===== src/rtl/exc_seq_pkg.sv =====
// exc_seq_pkg: state encoding, cause codes and flush masks shared by the exception sequencer.
package exc_seq_pkg;
  typedef enum logic [1:0] {IDLE, REDIRECT, HOLDOFF} state_t;
  localparam logic [4:0] EXC_INT = 5'd0;
  localparam logic [4:0] EXC_SYS = 5'd8;
  localparam logic [4:0] EXC_RI  = 5'd10;
  localparam logic [4:0] EXC_OV  = 5'd12;
  // flush masks are {exe, id, if}
  localparam logic [2:0] FL_NONE = 3'b000;
  localparam logic [2:0] FL_IF   = 3'b001;
  localparam logic [2:0] FL_IFID = 3'b011;
  localparam logic [2:0] FL_ALL  = 3'b111;
endpackage


===== src/rtl/exc_prio_enc.sv =====
// exc_prio_enc: age-ordered priority encoder picking the winning exception/interrupt/ERET source.
module exc_prio_enc
  import exc_seq_pkg::*;
(
  input  logic       id_valid,
  input  logic       id_syscall,
  input  logic       id_unknown,
  input  logic       id_eret,
  input  logic       exe_overflow,
  input  logic       int_req,
  input  logic       status_exl,
  input  logic       int_en,
  output logic       hit,
  output logic [4:0] code,
  output logic [2:0] flush,
  output logic       is_eret,
  output logic       use_exe
);
  logic ri, sys, er, irq;
  always_comb begin
    ri  = id_valid & id_unknown;
    sys = id_valid & id_syscall;
    er  = id_valid & id_eret;
    irq = id_valid & int_req & ~status_exl & int_en;
    hit = exe_overflow | ri | sys | er | irq;
    use_exe = exe_overflow;
    is_eret = ~exe_overflow & ~ri & ~sys & er;
    code  = exe_overflow ? EXC_OV : ri ? EXC_RI : sys ? EXC_SYS : EXC_INT;
    flush = exe_overflow ? FL_ALL : (ri | sys) ? FL_IFID : er ? FL_IF : irq ? FL_IFID : FL_NONE;
  end
endmodule


===== src/rtl/exc_sequencer.sv =====
// exc_sequencer: exception/interrupt/ERET entry-exit sequencer driving flushes, CP0 commits and fetch redirect.
// Optional post-ERET interrupt blackout enabled by defining EXC_SEQ_HOLDOFF_EN.
module exc_sequencer
  import exc_seq_pkg::*;
#(
  parameter logic [31:0] EXC_BASE       = 32'h0000_0000,
  parameter logic [31:0] EXC_OFFSET     = 32'h0000_0180,
  parameter logic [31:0] INT_OFFSET     = 32'h0000_0200,
  parameter int          HOLDOFF_CYCLES = 2
)(
  input  logic        clk,
  input  logic        rst,
  input  logic        stall,
  input  logic        id_valid,
  input  logic [31:0] id_pc,
  input  logic        id_bd,
  input  logic        id_syscall,
  input  logic        id_unknown,
  input  logic        id_eret,
  input  logic        exe_overflow,
  input  logic [31:0] exe_pc,
  input  logic        exe_bd,
  input  logic        int_req,
  input  logic        status_exl,
  input  logic        cause_iv,
  input  logic [31:0] epc,
  output logic        flush_if,
  output logic        flush_id,
  output logic        flush_exe,
  output logic        exc_commit,
  output logic [4:0]  exc_code,
  output logic [31:0] exc_epc,
  output logic        exc_bd,
  output logic        eret_commit,
  output logic        redirect,
  output logic [31:0] redirect_pc,
  output logic        busy
);
`ifdef EXC_SEQ_HOLDOFF_EN
  localparam bit HOLDOFF_EN = 1'b1;
`else
  localparam bit HOLDOFF_EN = 1'b0;
`endif
  state_t state, state_n;
  logic [31:0] target, target_n, src_pc, vec;
  logic [7:0] cnt;
  logic was_eret, hit, is_eret, use_exe, accept, src_bd;
  logic [4:0] code;
  logic [2:0] flush;
  exc_prio_enc u_enc (
    .id_valid(id_valid), .id_syscall(id_syscall), .id_unknown(id_unknown), .id_eret(id_eret),
    .exe_overflow(exe_overflow), .int_req(int_req), .status_exl(status_exl),
    .int_en(state != HOLDOFF), .hit(hit), .code(code), .flush(flush),
    .is_eret(is_eret), .use_exe(use_exe)
  );
  // rst gates acceptance so outputs fall to zero as soon as reset asserts
  always_comb begin
    accept = rst & ~stall & hit & (state == IDLE || state == HOLDOFF);
    src_pc = use_exe ? exe_pc : id_pc;
    src_bd = use_exe ? exe_bd : id_bd;
    vec = EXC_BASE + ((code == EXC_INT && cause_iv) ? INT_OFFSET : EXC_OFFSET);
    target_n = accept ? (is_eret ? epc : vec) : target;
    state_n = accept ? REDIRECT : stall ? state :
              state == REDIRECT ? ((was_eret && HOLDOFF_EN) ? HOLDOFF : IDLE) :
              (state == HOLDOFF && cnt <= 8'd1) ? IDLE : state;
    flush_if    = accept & flush[0];
    flush_id    = accept & flush[1];
    flush_exe   = accept & flush[2];
    exc_commit  = accept & ~is_eret;
    eret_commit = accept & is_eret;
    exc_code    = exc_commit ? code : 5'd0;
    exc_epc     = exc_commit ? (src_bd ? src_pc - 32'd4 : src_pc) : 32'd0;
    exc_bd      = exc_commit & src_bd;
    redirect    = state == REDIRECT;
    redirect_pc = redirect ? target : 32'd0;
    busy        = state == REDIRECT;
  end
  always_ff @(posedge clk or negedge rst) begin
    if (!rst) begin
      state    <= IDLE;
      target   <= 32'd0;
      cnt      <= 8'd0;
      was_eret <= 1'b0;
    end else begin
      state    <= state_n;
      target   <= target_n;
      was_eret <= accept ? is_eret : was_eret;
      cnt      <= stall ? cnt : state == REDIRECT ? 8'(HOLDOFF_CYCLES) : state == HOLDOFF ? cnt - 8'd1 : cnt;
    end
  end
endmodule


===== config.mk =====
export PLATFORM = sky130hd
export DESIGN_NAME = exc_sequencer
export DESIGN_NICKNAME = d
export VERILOG_FILES = /design/src/rtl/exc_seq_pkg.sv /design/src/rtl/exc_prio_enc.sv /design/src/rtl/exc_sequencer.sv
export SDC_FILE = /design/constraint.sdc
export NUM_CORES = 1
export LEC_CHECK = 0
export ABC_CLOCK_PERIOD_IN_PS = 17000
export CORE_MARGIN = 2
export CORE_UTILIZATION = 42
export CTS_CLUSTER_DIAMETER = 40
export DETAILED_ROUTE_END_ITERATION = 7
export PLACE_DENSITY = 0.9
export SLEW_MARGIN = 20
export SYNTH_ARGS = -nofsm -noshare
export SYNTH_HDL_FRONTEND = slang
export SYNTH_HIERARCHICAL = 1
export SYNTH_SLANG_ARGS = --single-unit

===== constraint.sdc =====
create_clock -name clk -period 17 [get_ports clk]
set_clock_uncertainty 0.2 [all_clocks]
set_input_delay 3.4 -clock clk [delete_from_list [all_inputs] [get_ports clk]]
set_output_delay 3.4 -clock clk [all_outputs]
set_load 0.01 [all_outputs]

Word level (Yosys, flattened, before mapping)
Cells that the tools add are included.

operators by class
  reduce and logical (&&, ||, !) cells = 9
  bitwise gates (word level) = 29
  order comparisons = 1
  multiplexer cells = 21
  eq/ne operators = 4
  $add $sub $neg = 2

operators by type and width
  cell                                                            number
  two-way mux 32 bit                                              5
  subtractor 32 x 3 -> 32 bit, second input constant              1
  bitwise AND 1 bit                                               18
  two-way mux 8 bit                                               2
  two-way mux 5 bit                                               3
  two-way mux 10 bit                                              1
  two-way mux 2 bit                                               5
  two-way mux 3 bit                                               3
  less-or-equal comparator 8 x 1 -> 1 bit, second input constant  1
  subtractor 8 x 1 -> 8 bit, second input constant                1
  inverter 1 bit                                                  6
  logical NOT 5 bit                                               1
  bitwise OR 1 bit                                                5
  two-way mux 4 bit                                               1
  AND reduction 2 bit                                             2
  nonzero test 3 bit                                              1
  equality test 2 x 1 -> 1 bit, second input constant             1
  equality test 2 bit, second input constant                      1
  logical AND 1 bit                                               2
  logical NOT 2 bit                                               1
  inequality test 2 x 1 -> 1 bit, second input constant           1
  inequality test 2 bit, second input constant                    1
  nonzero test 2 bit                                              1
  logical OR 1 bit                                                1
  two-way mux 1 bit                                               1

storage, ports and cells
  logic and storage cells = 69
  input port bits = 109
  bits in registers = 42
  output and inout port bits = 77

Longest topological paths before layout
Gate-level depths: netlist (run 1).

  word-level depth = 9
  gate-level depth with buffers = 15
  gate-level depth less buffers = 7

Modules after synthesis
Netlist (run 1), hierarchy kept.

by module, submodules not included
  module         sequential area each (µm²)  cells each  area each (µm²)  instances
  exc_sequencer  825.8                       421         3,088.0          1
  exc_prio_enc   0.0                         18          130.1            1

Least setup slack after synthesis (run 1)
No wires, ideal clock.

  kind = input -> output
  start point = input port exe_overflow
  end point = output port exc_epc[22]
  setup slack = 6.505 ns
  required time = 13.400 ns
  buffers on the path = 8
  stages = 15
  arrival = 6.895 ns
  path through = buf_4 > buf_2 > buf_2 > buf_2 > buf_2 > buf_2 > buf_2 > mux2i_1 > ha_1 > nor4bb_1 > a2bb2o_1 > clkbuf_1 > or4_1 > o21a_1 > nor3_1

on the way
  word-level cells in the longest chain between the ends = 8
  elaborated cells between the ends (all ways) = 17
  those cells by class = 1 x add/sub; 4 x mux; 12 x bitwise

ends and longest elaborated chain
  item                                                                                 RTL line             text
  from (decl)                                                                          exc_sequencer.sv:20  input logic exe_overflow,
  parallel branches: the longest is 7 deep, another holds subtractor 32 x 3 -> 32 bit  --
  two-way mux 32 bit *                                                                 exc_sequencer.sv:72  exc_epc = exc_commit ? (src_bd ? src_pc - 32'd4 : src_pc) : 32'd0;
  to (decl)                                                                            exc_sequencer.sv:32  output logic [31:0] exc_epc,

Every way passes the cells marked *.

Worst setup path after layout (run 1)
  start point = input port exe_overflow
  end point = output port exc_epc[19]

The elaborated chain is that of the path after synthesis.

==> metrics, run 1 <==
status=finished clean; largest net degree at the start of global routing=91; Skew-Pair Late Insertion Delay=0.28 ns; fillcell total=557; maximum vdd ir drop=58.8 uV; Warnings, synthesis=6; Inserted Diodes=0; CTS max path bufs=2; Post-CTS Setup Inserts=0; first-pass GRT wire length=17300 um; Die Wd=91.5 um; Yosys reg bits=33; measured slew at the worst slew-check pin=0.990 ns; initial antenna violation count=0; core area=7330 um^2; most frequent cells in the layout=182 x clkdlybuf4s50_1, 71 x nand2_1, 44 x nor2_1; drc violations=0; Main synth FF type=dfrtp_1; Detail Route Antenna Nets=0; Avg Cell Area, Syn=7.33 um^2; HPWL Detailed=8320 um; number of flops mapped to enable cells by yosys=0; DR vias/cell=5.34; # clock sinks=33; setup TNS=0 ns; Final Power=0.248 mW; crit path time final=10.76 ns; first drt pass iteration count=4; Post-DP Area=5060 um^2; initial drt markers=144; commonest non-fill, non-tap cell in the layout=clkdlybuf4s50_1; clock root cell=clkbuf_8; I/O Buffers=183; synth unique cells=57; Worst Hold Class=reg -> reg; Critical Path Start Type=input pin; Post-synth ARST share=100%; share of layout cells above drive strength 1=4.82%; Synth-to-Final Area Change=60.8%; total gr overflow=0; H-tree lvl count=2; CTS tree=done; number of global-route vias before repair=3565; Ports=186; Final Cycle Share=63.3%; hold buffers post-CTS=0; Via Count=3740; All-Layer GR Usage=25.2%; Worst Path Required=13.40 ns; initial core utilization=43.9%; Worst Path Class, Setup=in -> out; CP endpoint kind=output port; Mapped Cells=439; Max Clock Freq=0.0930 GHz; CTS Buf Count=5; WL per Instance=15.4 um; # resized after CTS=0; full die area=8380 um^2; Post-Route WL=10800 um; clock-pin slew on the worst setup and hold paths=0.06 ns; Row Count=31; Max-Cap Viols=0; Setup-failing EPs final=0; design area=5170 um^2; Leak=2.01 nW; Cell Area, Synth=3220 um^2; Fin. Hold Viols=0; CP Max Fanout=90; RSZ-0062 raised after global routing=false; CP arrival=7.16 ns; GPL Wtd Cong=0.913; Slew headroom=34.0%; pwr/cell area=47.9 nW/um^2; Slew Limit Fails=0; Vert. Die Dim=91.5 um; Net count, final=712; register area share after synthesis=25.7%
-- stage by stage --
| step | utilization [%] | std cells | hold WS [ns] | setup WS [ns] |
|---|---|---|---|---|
| floorplan | - | 441 | 0.241 | 6.50 |
| global placement | 69.1 | 694 | 0.253 | 6.30 |
| detailed placement | 69.1 | 694 | 0.261 | 6.26 |
| CTS | 70.5 | 701 | 0.277 | 6.26 |
| global route | 70.6 | 701 | 0.294 | 5.99 |
| finish | 70.6 | 701 | 0.269 | 6.24 |
-- state kept, by name, indices dropped and copies added, names as in the netlist --
name / flops
target: 32
state: 1
-- critical path, cell delays in order --
cell and delay (ns):
buf_4 0.09, buf_4 0.74, or4b_1 0.56, a222oi_1 0.70
o2111ai_1 0.37, or4_1 0.58, o21ai_1 0.10, clkdlybuf4s50_1 0.57
-- Yosys cell counts (2+ instances only) --
library cell / count / area, um^2
nand4bb_1: 2 / 22.5
o31ai_1: 3 / 22.5
o22ai_1: 3 / 18.8
nand3_1: 5 / 25.0
o21a_1: 3 / 22.5
o21ai_0: 32 / 160
xnor2_1: 7 / 61.3
xor2_1: 8 / 70.1
nor3b_1: 11 / 82.6
and2_1: 37 / 231
or2_2: 2 / 12.5
nand2_1: 71 / 267
dfrtp_1: 33 / 826
nor3_1: 34 / 170
buf_2: 9 / 45.0
o31a_1: 2 / 17.5
a21oi_1: 17 / 85.1
or3b_1: 2 / 17.5
buf_4: 6 / 45.0
mux2_2: 5 / 56.3
or4_1: 4 / 30.0
inv_1: 6 / 22.5
nand4_1: 4 / 25.0
conb_1: 2 / 7.51
a21o_1: 2 / 15.0
or4b_1: 2 / 20.0
mux2i_1: 31 / 310
or3_1: 2 / 12.5
clkbuf_1: 18 / 67.6
nor4_1: 6 / 37.5
nor2_1: 44 / 165
-- where the power goes --
group	internal (mW)	switching [mW]	total [mW]
registers	0.0833	0.00449	0.0878
logic	0.0495	0.0398	0.0893
clock network	0.0426	0.0282	0.0708
total	0.175	0.0725	0.248
-- logic make-up (layout without fill, tap and decap cells) --
family                     after synthesis  in the layout  share of synthesized area (%)
AOI/OAI and AO/OA                       74             74                           14.1
xor gates and xnor gates                15             15                           4.08
adders and majority gates                1              1                          0.389
buffers and inverters                   40            201                           5.71
DFF                                     33             33                           25.7
muxes                                   36             36                           11.4
other                                    2              4                          0.233
and+or+nand+nor                        238            238                           38.5
-- metal layers --
layer	routed length, um	GRT usage, %
met1	4440	30.9
met5	0	0
met4	172	7.20
met2	5240	43.8
met3	940	6.22
-- path summary, 6_finish.rpt --
| path | start | endpoint | slack [ns] | cells after the start |
|---|---|---|---|---|
| max | exe_overflow | exc_epc[19] | 6.24 | 8 |
| max in group asynchronous | rst | target[11] | 12.96 | 2 |
| max reg2reg | state[0] | target[26] | 14.60 | 4 |
| min | target[8] | target[8] | 0.27 | 2 |
| min reg2reg | target[8] | target[8] | 0.27 | 2 |
| min in group asynchronous | rst | target[18] | 3.33 | 2 |
-- layout make-up --
cell class	count	area, um^2	area share [%]
multi-input cells	368	2230	43.2
repair buffers	187	1860	35.9
flip-flops and latches	33	826	16.0
well taps	99	124	2.39
clock buffers	5	68.8	1.33
clock inverters	2	35.0	0.677
inverters	7	26.3	0.508
Power figures use the tool's default switching activity.
==> run 2: changes to the inputs <==
Settings changed: ABC_CLOCK_PERIOD_IN_PS 17000 to 9950, CORE_UTILIZATION 42 to 39, PLACE_DENSITY 0.9 to 0.84.
Clock period 17 ns to 9.95 ns, I/O delays scaled along.
==> metrics, run 2 (synthesis gave the netlist of run 1 again) <==
Row Count=33 (was 31); Via Count=3790 (was 3740); Leak=2.02 nW (was 2.01 nW); Critical path origin=id_pc[4] (was exe_overflow); clock-pin slew on the worst setup and hold paths=0.06 ns (about the same); first drt pass iteration count=5 (was 4); pwr/cell area=83.5 nW/um^2 (was 47.9 nW/um^2); Post-CTS Setup Inserts=0 (unchanged); hold buffers post-CTS=0 (unchanged); largest net degree at the start of global routing=70 (was 91); I/O Buffers=183 (unchanged); Ports=186 (unchanged); Top Registers=target x32, state x1 (unchanged); Slew headroom=42.0% (was 34.0%); WL per Instance=15.4 um (about the same); cells along the critical path=clkdlybuf4s50_1 > or4_1 > a222oi_1 > o2111ai_1 > or4_1 > o21ai_1 > clkdlybuf4s50_1 (was buf_4 > buf_4 > or4b_1 > a222oi_1 > o2111ai_1 > or4_1 > o21ai_1 > clkdlybuf4s50_1); slowest stage delay, CP=0.72 ns (was 0.74 ns); Setup-failing EPs final=0 (unchanged); initial antenna violation count=0 (unchanged); Net count, final=712 (unchanged); Cells after DPL=700 (was 694); CP arrival=5.48 ns (was 7.16 ns); status=finished clean (unchanged); full die area=8990 um^2 (was 8380 um^2); Post-Route WL=10900 um (was 10800 um); Slew Limit Fails=0 (unchanged); Max Clock Freq=0.130 GHz; drc violations=0 (unchanged); Detail Route Antenna Nets=0 (unchanged); number of global-route vias before repair=3751 (was 3565); Worst Path Required=7.76 ns (was 13.40 ns); DR vias/cell=5.35 (was 5.34); first-pass GRT wire length=17100 um (was 17300 um); Layout Cells excl Fill=708 (was 701); H-tree lvl count=2 (unchanged); setup TNS=0 ns (unchanged); total gr overflow=0 (unchanged); max FFs per register=32 (unchanged); # clock sinks=33 (unchanged); fillcell total=695 (was 557); Vert. Die Dim=94.8 um (was 91.5 um); Bufs and invs on worst path=2 (was 3); Inserted Diodes=0 (unchanged); Skew-Pair Late Insertion Delay=0.28 ns (about the same); commonest non-fill, non-tap cell in the layout=clkdlybuf4s50_1 (unchanged); area taken by multi-input logic gates=2230 um^2 (unchanged); worst reg2reg startpoint=state[0] (unchanged); most frequent cells in the layout=182 x clkdlybuf4s50_1, 71 x nand2_1, 44 x nor2_1 (unchanged); crit path time final=7.67 ns; GPL Wtd Cong=0.872 (was 0.913); initial drt markers=128 (was 144); Final Cycle Share=77.1%; CP Max Fanout=5 (was 90); CP endpoint kind=output port (unchanged); Fin. Hold Viols=0 (unchanged); HPWL Detailed=8370 um (was 8320 um); measured slew at the worst slew-check pin=0.871 ns (was 0.990 ns); maximum vdd ir drop=96.2 uV (was 58.8 uV); share of layout cells above drive strength 1=4.81% (was 4.82%); hold_sp=target[7] (was target[8]); Top reg by flops=target (unchanged); CTS Buf Count=5 (unchanged); Synth-to-Final Area Change=61.6% (was 60.8%); initial core utilization=39.8% (was 43.9%); core area=8090 um^2 (was 7330 um^2); Die Wd=94.8 um (was 91.5 um); RSZ-0062 raised after global routing=false (unchanged); Critical Path Start Type=input pin (unchanged); All-Layer GR Usage=23.5% (was 25.2%); Max-Cap Viols=0 (unchanged); cell with the largest stage delay on the worst path=a222oi_1 (was buf_4); cell family with most CP delay=compound AO/OA/AOI/OAI gates (was buffers and inverters); CTS max path bufs=2 (unchanged); storage element area=826 um^2 (unchanged); Worst Hold Class=reg -> reg (unchanged); clock root cell=clkbuf_8 (unchanged); CTS tree=done (unchanged); Worst Path Class, Setup=in -> out (unchanged); # resized after CTS=0 (unchanged)
-- run 2: path summary, 6_finish.rpt --
kind	depth (start not counted)	to	slack, ns
min in group asynchronous	2	target[22]	1.91
setup reg to reg	3	target[1]	7.64
max in group asynchronous	2	target[7]	7.30
hold / removal	2	target[7]	0.27
setup / recovery	7	exc_epc[19]	2.28
hold reg to reg	2	target[7]	0.27
-- run 2: cell type report --
| class | instances | area share [%] |
|---|---|---|
| Clock inverter | 1 | 0.577 |
| Timing Repair Buffer | 187 | 35.9 |
| Sequential cell | 33 | 15.9 |
| Tap cell | 105 | 2.53 |
| Inverter | 7 | 0.505 |
| Clock buffer | 7 | 1.66 |
| Multi-Input combinational cell | 368 | 43.0 |
-- run 2: per-stage QoR --
step	util [%]	total power [mW]	cell area [um^2]	hold slack [ns]	setup WS, ns
6_report	64.3	0.434	5200	0.270	2.28
5_1_grt	64.3	0.458	5200	0.302	2.08
3_3_place_gp	62.6	0.300	5060	0.255	2.39
4_1_cts	64.2	0.437	5190	0.275	2.27
3_5_place_dp	62.7	0.304	5080	0.260	2.30
2_1_floorplan	-	0.218	3230	0.241	2.27
-- run 2: tightest hold or removal path: stages, from the launching register on --
cell	delay [ns]
dfrtp_1	0.34
nand2_1	0.05
o31ai_1	0.05
-- run 2: power breakdown --
group	switching [mW]	internal, mW
registers	0.00730	0.142
logic	0.0684	0.0845
clock network	0.0501	0.0817
total	0.126	0.308
-- run 2: routing by layer --
metal | share of wire, % | up-vias | track usage [%]
li1 | - | 1851 | -
met1 | 39 | 1713 | 27.3
met2 | 47 | 201 | 40.4
met3 | 12 | 25 | 7.10
met4 | 2.6 | 0 | 8.94
met5 | 0 | - | 0
==> run 3: changes to the inputs <==
Settings changed: ABC_CLOCK_PERIOD_IN_PS 9950 to 7500.
Clock period 9.95 ns to 7.5 ns, I/O delays scaled along.
==> metrics, run 3 (synthesis gave the netlist of run 1 again) <==
clock root cell=clkbuf_8 (unchanged); flop-to-flop setup slack=5.22 ns (was 7.64 ns); measured slew at the worst slew-check pin=0.864 ns (was 0.871 ns); Max Clock Freq=0.149 GHz; CP Max Fanout=53 (was 5); Worst Hold Class=reg -> reg (unchanged); Skew-Pair Late Insertion Delay=0.28 ns (about the same); cell with the largest stage delay on the worst path=or4_1 (was a222oi_1); HPWL Detailed=8310 um (was 8370 um); Bufs and invs on worst path=2 (unchanged); # resized after CTS=0 (unchanged); RSZ-0062 raised after global routing=false (unchanged); share of layout cells above drive strength 1=5.29% (was 4.81%); Critical Path Start Type=input pin (unchanged); initial drt markers=105 (was 128); first-pass GRT wire length=16800 um (was 17100 um); Top reg by flops=target (unchanged); clock-pin slew on the worst setup and hold paths=0.06 ns (about the same); hold path depth=2 (unchanged); All-Layer GR Usage=23.2% (was 23.5%); number of global-route vias before repair=3682 (was 3751); clock share of power=26.3% (was 30.3%); CP arrival=5.03 ns (was 5.48 ns); I/O Buffers=183 (unchanged); largest net degree at the start of global routing=67 (was 70); pwr/cell area=105 nW/um^2 (was 83.5 nW/um^2); Fin. Hold Viols=0 (unchanged); Power Internal=0.375 mW (was 0.308 mW); initial core utilization=39.8% (unchanged); H-tree lvl count=2 (unchanged); full die area=8990 um^2 (unchanged); DP Worst Slack=0.864 ns (was 2.30 ns); drc violations=0 (unchanged); Die Wd=94.8 um (unchanged); core area=8090 um^2 (unchanged); fillcell total=690 (was 695); cell family with most CP delay=simple AND/OR/NAND/NOR gates (was compound AO/OA/AOI/OAI gates); slowest stage delay, CP=0.63 ns (was 0.72 ns); Final Power=0.544 mW (was 0.434 mW); CP endpoint kind=output port (unchanged); status=finished clean (unchanged); total gr overflow=0 (unchanged); Via Count=3792 (was 3790); Leak=2.02 nW (about the same); PnR worst setup slack=0.768 ns (was 2.28 ns); Slew headroom=42.4% (was 42.0%); first drt pass iteration count=4 (was 5); hold buffers post-CTS=0 (unchanged); reg2reg path depth=4 (was 3); Endpoint, Worst Hold=target[7] (unchanged); Sw Ratio=31.0% (was 29.0%); Detail Route Antenna Nets=0 (unchanged); setup TNS=0 ns (unchanged); Net count, final=714 (was 712); # clock sinks=33 (unchanged); Reg2Reg Capture Point=target[2] (was target[1]); Worst Path Required=5.80 ns (was 7.76 ns); initial antenna violation count=0 (unchanged); crit path time final=6.73 ns; Cells after DPL=702 (was 700); max FFs per register=32 (unchanged); combinational share of power=37.2% (was 35.2%); Final Cycle Share=89.8%; Vert. Die Dim=94.8 um (unchanged); Setup-failing EPs final=0 (unchanged); GPL Wtd Cong=0.878 (was 0.872); Row Count=33 (unchanged); Inserted Diodes=0 (unchanged); CTS Buf Count=5 (unchanged); hold_sp=target[7] (unchanged); worst reg2reg startpoint=state[0] (unchanged); Max-Cap Viols=0 (unchanged); CTS tree=done (unchanged); most frequent cells in the layout=182 x clkdlybuf4s50_1, 71 x nand2_1, 44 x nor2_1 (unchanged); Seq pwr share=36.5% (was 34.4%); commonest non-fill, non-tap cell in the layout=clkdlybuf4s50_1 (unchanged); DR vias/cell=5.34 (was 5.35); Layout Cells excl Fill=710 (was 708); Hold Slack=0.268 ns (was 0.270 ns); Psw=0.168 mW (was 0.126 mW); CTS max path bufs=2 (unchanged); Top Registers=target x32, state x1 (unchanged); Slew Limit Fails=0 (unchanged); WL per Instance=15.1 um (was 15.4 um); Ports=186 (unchanged); Worst Path Class, Setup=in -> out (unchanged); Post-Route WL=10700 um (was 10900 um); Post-CTS Setup Inserts=0 (unchanged); cells along the critical path=buf_4 > mux2i_1 > ha_1 > nor4bb_1 > a2bb2o_1 > or4_1 > o21ai_0 > nor3b_1 > clkdlybuf4s50_1 (was clkdlybuf4s50_1 > or4_1 > a222oi_1 > o2111ai_1 > or4_1 > o21ai_1 > clkdlybuf4s50_1); maximum vdd ir drop=110 uV (was 96.2 uV); Synth-to-Final Area Change=61.0% (was 61.6%)
==> run 3: tightest hold or removal path: cells and delay by family (launching register included) <==
kind	cells	cell delay (ns)
flops	1	0.33
simple gates	1	0.05
compound gates	1	0.05
==> run 3: layout make-up <==
class	instances	area, um^2	share of cell area [%]
clock buffer	6	82.6	1.59
sequential	33	826	15.9
tap	105	131	2.54
timing repair buffer	189	1870	36.2
multi-input combinational	368	2230	43.0
clock inverter	2	13.8	0.266
inverter	7	26.3	0.507
==> run 3: through the flow <==
step / cell area (um^2) / util [%]
floorplan: 3230 / -
global placement: 5080 / 62.8
detailed placement: 5080 / 62.8
CTS: 5180 / 64.0
global route: 5180 / 64.0
finish: 5180 / 64.0
==> run 3: routing by layer <==
metal / share of wire, % / track usage, %
met1: 40 / 26.8
met2: 47 / 41.0
met3: 12 / 7.10
met4: 1.7 / 6.88
met5: 0 / 0
==> run 3: worst max-delay path by stage <==
stage / startpoint / endpoint / cells after the start
after floorplan: exe_overflow / exc_epc[22] / 15
after global placement: exe_overflow / exc_epc[20] / 9
after detailed placement: exe_overflow / exc_epc[20] / 9
after CTS: exe_overflow / exc_epc[20] / 9
after global routing: exe_overflow / exc_epc[20] / 9
final: exe_overflow / exc_epc[20] / 9
==> run 3: power by group through the flow <==
stage | clock (mW) | sequential (mW) | combinational [mW]
finish | 0.143 | 0.198 | 0.202
CTS | 0.147 | 0.199 | 0.202
floorplan | 0 | 0.197 | 0.0925
global route | 0.154 | 0.201 | 0.219
global placement | 0 | 0.202 | 0.198
detailed placement | 0 | 0.202 | 0.201
